--- src/rtl/dmem_requester.sv ---
// rtl/dmem_requester.sv - single-outstanding data-memory requester between a core and a simple bus
//
// Accepts one load/store command at a time, checks alignment, size and range,
// issues it on the memory bus, waits for the response (or a timeout), formats
// load data and returns a one-cycle result strobe.
//
// Ports:
//   clock, reset                      sole clock; synchronous active-high reset
//   cmd_valid/cmd_ready               command handshake (ready only when idle)
//   cmd_addr, cmd_wdata, cmd_fcn,
//   cmd_typ, cmd_signed               byte address, store data, 1=store,
//                                     1/2/3 = byte/half/word, sign-extend loads
//   rsp_valid, rsp_data, rsp_err      one-cycle result: data, 0 ok / 1 illegal /
//                                     2 out of range / 3 timeout
//   dmem_in_io_dmem_req_*             bus request (valid only while requesting)
//   dmem_ou_io_dmem_req_ready         bus accepts the request
//   dmem_ou_io_dmem_resp_valid/_data  bus response strobe and zero-extended data

module dmem_requester #(
  parameter int MEM_ADDR_BITS  = 6,
  parameter int TIMEOUT_CYCLES = 15
) (
  input  logic        clock,
  input  logic        reset,
  input  logic        cmd_valid,
  output logic        cmd_ready,
  input  logic [31:0] cmd_addr,
  input  logic [31:0] cmd_wdata,
  input  logic        cmd_fcn,
  input  logic [2:0]  cmd_typ,
  input  logic        cmd_signed,
  output logic        rsp_valid,
  output logic [31:0] rsp_data,
  output logic [1:0]  rsp_err,
  output logic [31:0] dmem_in_io_dmem_req_bits_addr,
  output logic [31:0] dmem_in_io_dmem_req_bits_data,
  output logic        dmem_in_io_dmem_req_bits_fcn,
  output logic [2:0]  dmem_in_io_dmem_req_bits_typ,
  output logic        dmem_in_io_dmem_req_valid,
  input  logic        dmem_ou_io_dmem_req_ready,
  input  logic        dmem_ou_io_dmem_resp_valid,
  input  logic [31:0] dmem_ou_io_dmem_resp_bits_data
);

  localparam logic [1:0] IDLE = 2'd0;
  localparam logic [1:0] REQ  = 2'd1;
  localparam logic [1:0] WAIT = 2'd2;
  localparam logic [1:0] RESP = 2'd3;

  localparam int CNT_W = (TIMEOUT_CYCLES < 2) ? 1 : $clog2(TIMEOUT_CYCLES + 1);
  // The counter is sampled before its increment, so the edge on which it
  // would reach TIMEOUT_CYCLES is the one where it still reads one less.
  localparam logic [CNT_W-1:0] CNT_LAST = CNT_W'(TIMEOUT_CYCLES - 1);

  logic [1:0]       state;
  logic [31:0]      addr_q;
  logic [31:0]      wdata_q;
  logic             fcn_q;
  logic [2:0]       typ_q;
  logic             signed_q;
  logic [CNT_W-1:0] tmo_cnt;
  logic [31:0]      rsp_data_q;
  logic [1:0]       rsp_err_q;

  logic             typ_bad;
  logic             range_bad;
  logic             tmo_hit;
  logic [31:0]      load_fmt;

  always_comb begin
    typ_bad = 1'b0;
    case (cmd_typ)
      3'd1:    typ_bad = 1'b0;
      3'd2:    typ_bad = cmd_addr[0];
      3'd3:    typ_bad = |cmd_addr[1:0];
      default: typ_bad = 1'b1;
    endcase
  end

  assign range_bad = (cmd_addr >> MEM_ADDR_BITS) != 32'd0;
  assign tmo_hit   = (tmo_cnt == CNT_LAST);

  always_comb begin
    load_fmt = 32'd0;
    if (!fcn_q) begin
      case (typ_q)
        3'd1:    load_fmt = {{24{signed_q & dmem_ou_io_dmem_resp_bits_data[7]}},
                             dmem_ou_io_dmem_resp_bits_data[7:0]};
        3'd2:    load_fmt = {{16{signed_q & dmem_ou_io_dmem_resp_bits_data[15]}},
                             dmem_ou_io_dmem_resp_bits_data[15:0]};
        default: load_fmt = dmem_ou_io_dmem_resp_bits_data;
      endcase
    end
  end

  always_ff @(posedge clock) begin
    if (reset) begin
      state      <= IDLE;
      addr_q     <= 32'd0;
      wdata_q    <= 32'd0;
      fcn_q      <= 1'b0;
      typ_q      <= 3'd0;
      signed_q   <= 1'b0;
      tmo_cnt    <= '0;
      rsp_data_q <= 32'd0;
      rsp_err_q  <= 2'd0;
    end else begin
      case (state)
        IDLE: begin
          if (cmd_valid) begin
            addr_q   <= cmd_addr;
            wdata_q  <= cmd_wdata;
            fcn_q    <= cmd_fcn;
            typ_q    <= cmd_typ;
            signed_q <= cmd_signed;
            tmo_cnt  <= '0;
            // Illegal size/alignment outranks out-of-range.
            if (typ_bad) begin
              rsp_err_q <= 2'd1;
              state     <= RESP;
            end else if (range_bad) begin
              rsp_err_q <= 2'd2;
              state     <= RESP;
            end else begin
              state <= REQ;
            end
          end
        end
        REQ: begin
          tmo_cnt <= tmo_cnt + 1'b1;
          if (tmo_hit) begin
            rsp_err_q <= 2'd3;
            state     <= RESP;
          end else if (dmem_ou_io_dmem_req_ready) begin
            state <= WAIT;
          end
        end
        WAIT: begin
          tmo_cnt <= tmo_cnt + 1'b1;
          // A response on the timeout edge still counts as a success.
          if (dmem_ou_io_dmem_resp_valid) begin
            rsp_data_q <= load_fmt;
            rsp_err_q  <= 2'd0;
            state      <= RESP;
          end else if (tmo_hit) begin
            rsp_err_q <= 2'd3;
            state     <= RESP;
          end
        end
        default: begin
          // Result fields read back as zero outside the strobe cycle.
          rsp_data_q <= 32'd0;
          rsp_err_q  <= 2'd0;
          state      <= IDLE;
        end
      endcase
    end
  end

  assign cmd_ready = (state == IDLE);
  assign rsp_valid = (state == RESP);
  assign rsp_data  = rsp_data_q;
  assign rsp_err   = rsp_err_q;

  assign dmem_in_io_dmem_req_valid     = (state == REQ);
  assign dmem_in_io_dmem_req_bits_addr = addr_q;
  assign dmem_in_io_dmem_req_bits_data = wdata_q;
  assign dmem_in_io_dmem_req_bits_fcn  = fcn_q;
  assign dmem_in_io_dmem_req_bits_typ  = typ_q;

endmodule

--- config.mk ---
export PLATFORM = sky130hd
export DESIGN_NAME = dmem_requester
export DESIGN_NICKNAME = d
export VERILOG_FILES = /design/src/rtl/dmem_requester.sv
export SDC_FILE = /design/constraint.sdc
export NUM_CORES = 1
export LEC_CHECK = 0
export CAP_MARGIN = 0
export CORE_UTILIZATION = 60
export CTS_CLUSTER_DIAMETER = 100
export CTS_CLUSTER_SIZE = 40
export DETAILED_ROUTE_END_ITERATION = 16
export DONT_BUFFER_PORTS = 1
export GPL_TIMING_DRIVEN = 0
export PLACE_DENSITY = 0.86
export SLEW_MARGIN = 25
export SYNTH_ARGS = -nofsm -noshare
export SYNTH_HDL_FRONTEND = slang
export SYNTH_SLANG_ARGS = --single-unit
--- constraint.sdc ---
create_clock -name clock -period 2.2 [get_ports clock]
set_clock_uncertainty 0.1 [all_clocks]
set_input_delay 0.55 -clock clock [delete_from_list [all_inputs] [get_ports clock]]
set_output_delay 0.55 -clock clock [all_outputs]
set_load 0.05 [all_outputs]
==> metrics.md <==
| Metric | Value |
|---|---|
| Slew headroom | 51.6% |
| Nets@finish | 661 |
| First-pass DRT Iterations | 5 |
| Final core utilization | 67.3% |
| RSZ-0062 raised after global routing | false |
| Worst VDD drop | 0.698 mV |
| Worst slack at placement | -0.289 ns |
| Syn Inst Count | 538 |
| Synthesis-to-layout area growth | 7.49% |
| # setup viols final | 0 |
| Startpoint types | register |
| Number of flops mapped to enable cells by yosys | 0 |
| Total Wirelength | 10700 microns |
| Synth Flop Type | dfxtp_1 |
| Fmax | 0.482 GHz |
| # IOs | 211 |
| Worst hold slack | 0.204 ns |
| Clk slew on worst S/H paths | 0.10 ns |
| Die H | 86.4 microns |
| Gr ovfl total | 0 |
| Final Slew Violations | 0 |
| CP Class | register to register |
| Vias | 3729 |
| Die area | 0.00746 sq mm |
| Final Hold Fails | 0 |
| Largest net degree at the start of global routing | 18 |
| Maxcap violations | 0 |
| Fill cells | 590 |
| CP Max Fanout | 10 |
| Synth top area cells | dfxtp_1 (51%), nand2_1 (15%), a21oi_1 (11%) |
| Initial Util | 62.6% |
| CTS Buffer Depth | 2 |
| Worst hold-check path type | input pin to register |
| Async set-reset flop share out of synthesis | 0% |
| Initial antenna violation count | 0 |
| Core ar. | 0.00683 sq mm |
| Power density cells | 1310 mW/mm^2 |
| YS warnings | 0 |
| Std-Cell Rows | 30 |
| GPL Wtd Cong | 0.869 |
| Leading area contributor after synthesis | dfxtp_1 |
| Clock sink count | 109 |
| Status | finished clean |
| Routed Antenna Nets | 0 |
| WL/cell | 16.4 microns |
| Yosys top cell area share | 51.1% |
| CP top delay family | buffers and inverters |
| Vias in the first global route | 3465 |
| Multi-input gate area | 0.00193 sq mm |
| GRT Util Overall | 26.6% |
| Register area | 0.00219 sq mm |
| Root Driver | clkbuf_8 |
| DR iter-0 viols | 196 |
| Die width | 86.4 microns |
| Layout cells sized above 1 | 7.76% |
| H-Tree Depth | 3 |
| Slowest cell on the critical path | dfxtp_2 |
| Final instance count without filler cells | 650 |
| Syn avg cell area | 7.94 sq um |
| P_leak | 1.61 nW |
| CP cell instances | inv_1 -> ha_4 -> clkbuf_4 -> or3_1 -> clkbuf_1 -> buf_4 -> a22oi_1 -> nor2_1 |
| CP Capture Type | register |
| PortBufs | 0 |
| CTS Buf Count | 9 |
| Netlist cell types | 41 |
| Crit path required time | 2.34 ns |
| Final critical-path share of the clock period | 94.3% |
| Worst path arrival time | 2.22 ns |
| Drt drc | 0 |
| Placed cell count | 634 |
| First-pass GRT wire length | 15700 microns |
| Fin worst setup slack | 0.125 ns |
| Clk_lat worst skew | 0.36 ns |
| Worst-Margin Slew | 0.725 ns |
| Share of the yosys chip area belonging to registers | 51.1% |
| CP max stage delay | 0.36 ns |
| Post-DP HPWL | 8070 microns |
| CTS tree | built |
| #FFs+latches synth | 109 |
| Ant diodes | 0 |
| Post-Syn Nets | 650 |
| Via density | 5.74 |
| CP Buf/Inv Count | 4 |
| Final period demand of the worst path | 2.07 ns |
| Synthesized area | 0.00427 sq mm |
## stage by stage
step | cell area [sq um] | setup TNS [ns] | power (mW)
floorplan | 4270 | 0 | 4.58
global placement | 4390 | -5.73 | 4.86
detailed placement | 4390 | -10.50 | 4.94
CTS | 4580 | 0 | 6.02
global route | 4590 | 0 | 6.34
finish | 4590 | 0 | 6.04
## cell families (layout without fill, tap and decap cells)
logic type      after synthesis  in the layout  share of synthesized area, %
simple gates                225            225                          22.2
compound gates              155            155                          20.2
flops                       109            109                          51.1
buf+inv                      41             57                          4.22
fa+ha+maj                     6              6                          1.76
mux                           2              2                         0.498
## state kept, by name, indices dropped and copies added (netlist names)
name / count
tmo_cnt: 4
dmem_in_io_dmem_req_bits_typ: 3
dmem_in_io_dmem_req_bits_fcn: 1
rsp_err: 2
dmem_in_io_dmem_req_bits_addr: 32
rsp_data: 32
state: 2
dmem_in_io_dmem_req_bits_data: 32
signed_q: 1
## final cells by class
cell class / count / share of cell area [%]
Sequential cell: 109 / 47.6
Multi-Input combinational cell: 388 / 41.9
Buffer: 36 / 3.70
Clock buffer: 12 / 2.94
Tap cell: 96 / 2.61
Clock inverter: 4 / 0.708
Inverter: 4 / 0.327
Timing Repair Buffer: 1 / 0.163
## final timing paths
kind	from	endpoint	slack, ns	cells after the start
max	state[1]	rsp_data[5]	0.13	8
min	cmd_addr[19]	dmem_in_io_dmem_req_bits_addr[19]	0.20	2
max reg2reg	state[1]	rsp_data[5]	0.13	8
min reg2reg	tmo_cnt[1]	tmo_cnt[1]	0.40	2
## cell usage in the layout, fill, tap and decap left out, drive strengths merged, types with 4 or more instances in the layout
cell and n:
nand2 172, buf 17, a22oi 9, nor4 7
nand2b 5, ha 6, dfxtp 109, o21a 9
inv 5, a21oi 98, nor2b 4, clkbuf 32
nor2 19, o21ai 30
## metal layers
layer	routed length [microns]	GRT usage [%]
met1	4130	29.5
met2	5330	47.8
met3	1010	7.71
met4	184	10.6
met5	0	0
## power by group
| part | switching, mW | internal (mW) |
|---|---|---|
| Sequential | 1.19 | 2.28 |
| Combinational | 0.968 | 0.520 |
| Clock | 0.660 | 0.420 |
| Total | 2.82 | 3.22 |
## worst register-to-register path, stage by stage, from the launching register on
cell and delay (ns):
dfxtp_2 0.36, inv_1 0.09, ha_4 0.24, clkbuf_4 0.20
or3_1 0.34, clkbuf_1 0.16, buf_4 0.20, a22oi_1 0.20
nor2_1 0.06
## cells in the mapped netlist, types with 3 or more instances
| library cell | instances |
|---|---|
| nand2b_1 | 5 |
| a21oi_1 | 97 |
| o21a_1 | 9 |
| ha_1 | 6 |
| a22oi_1 | 9 |
| nor2b_1 | 4 |
| clkbuf_1 | 18 |
| buf_2 | 15 |
| nand2_1 | 172 |
| nand3_1 | 3 |
| nand4_1 | 3 |
| dfxtp_1 | 109 |
| or3_1 | 3 |
| nor2_1 | 19 |
| inv_1 | 4 |
| nor4_1 | 6 |
| o21ai_0 | 19 |
| o21ai_1 | 11 |
## what timing repair did
action                                 4_1_cts  5_1_grt
setup endpoints to repair                  101       26
resized for setup                            6        7
buffers inserted                             0        1
hold buffers                                 0        0
endpoints found under the hold margin        0        0
pin swaps                                    1        2
(Power assumes the default switching activity.)
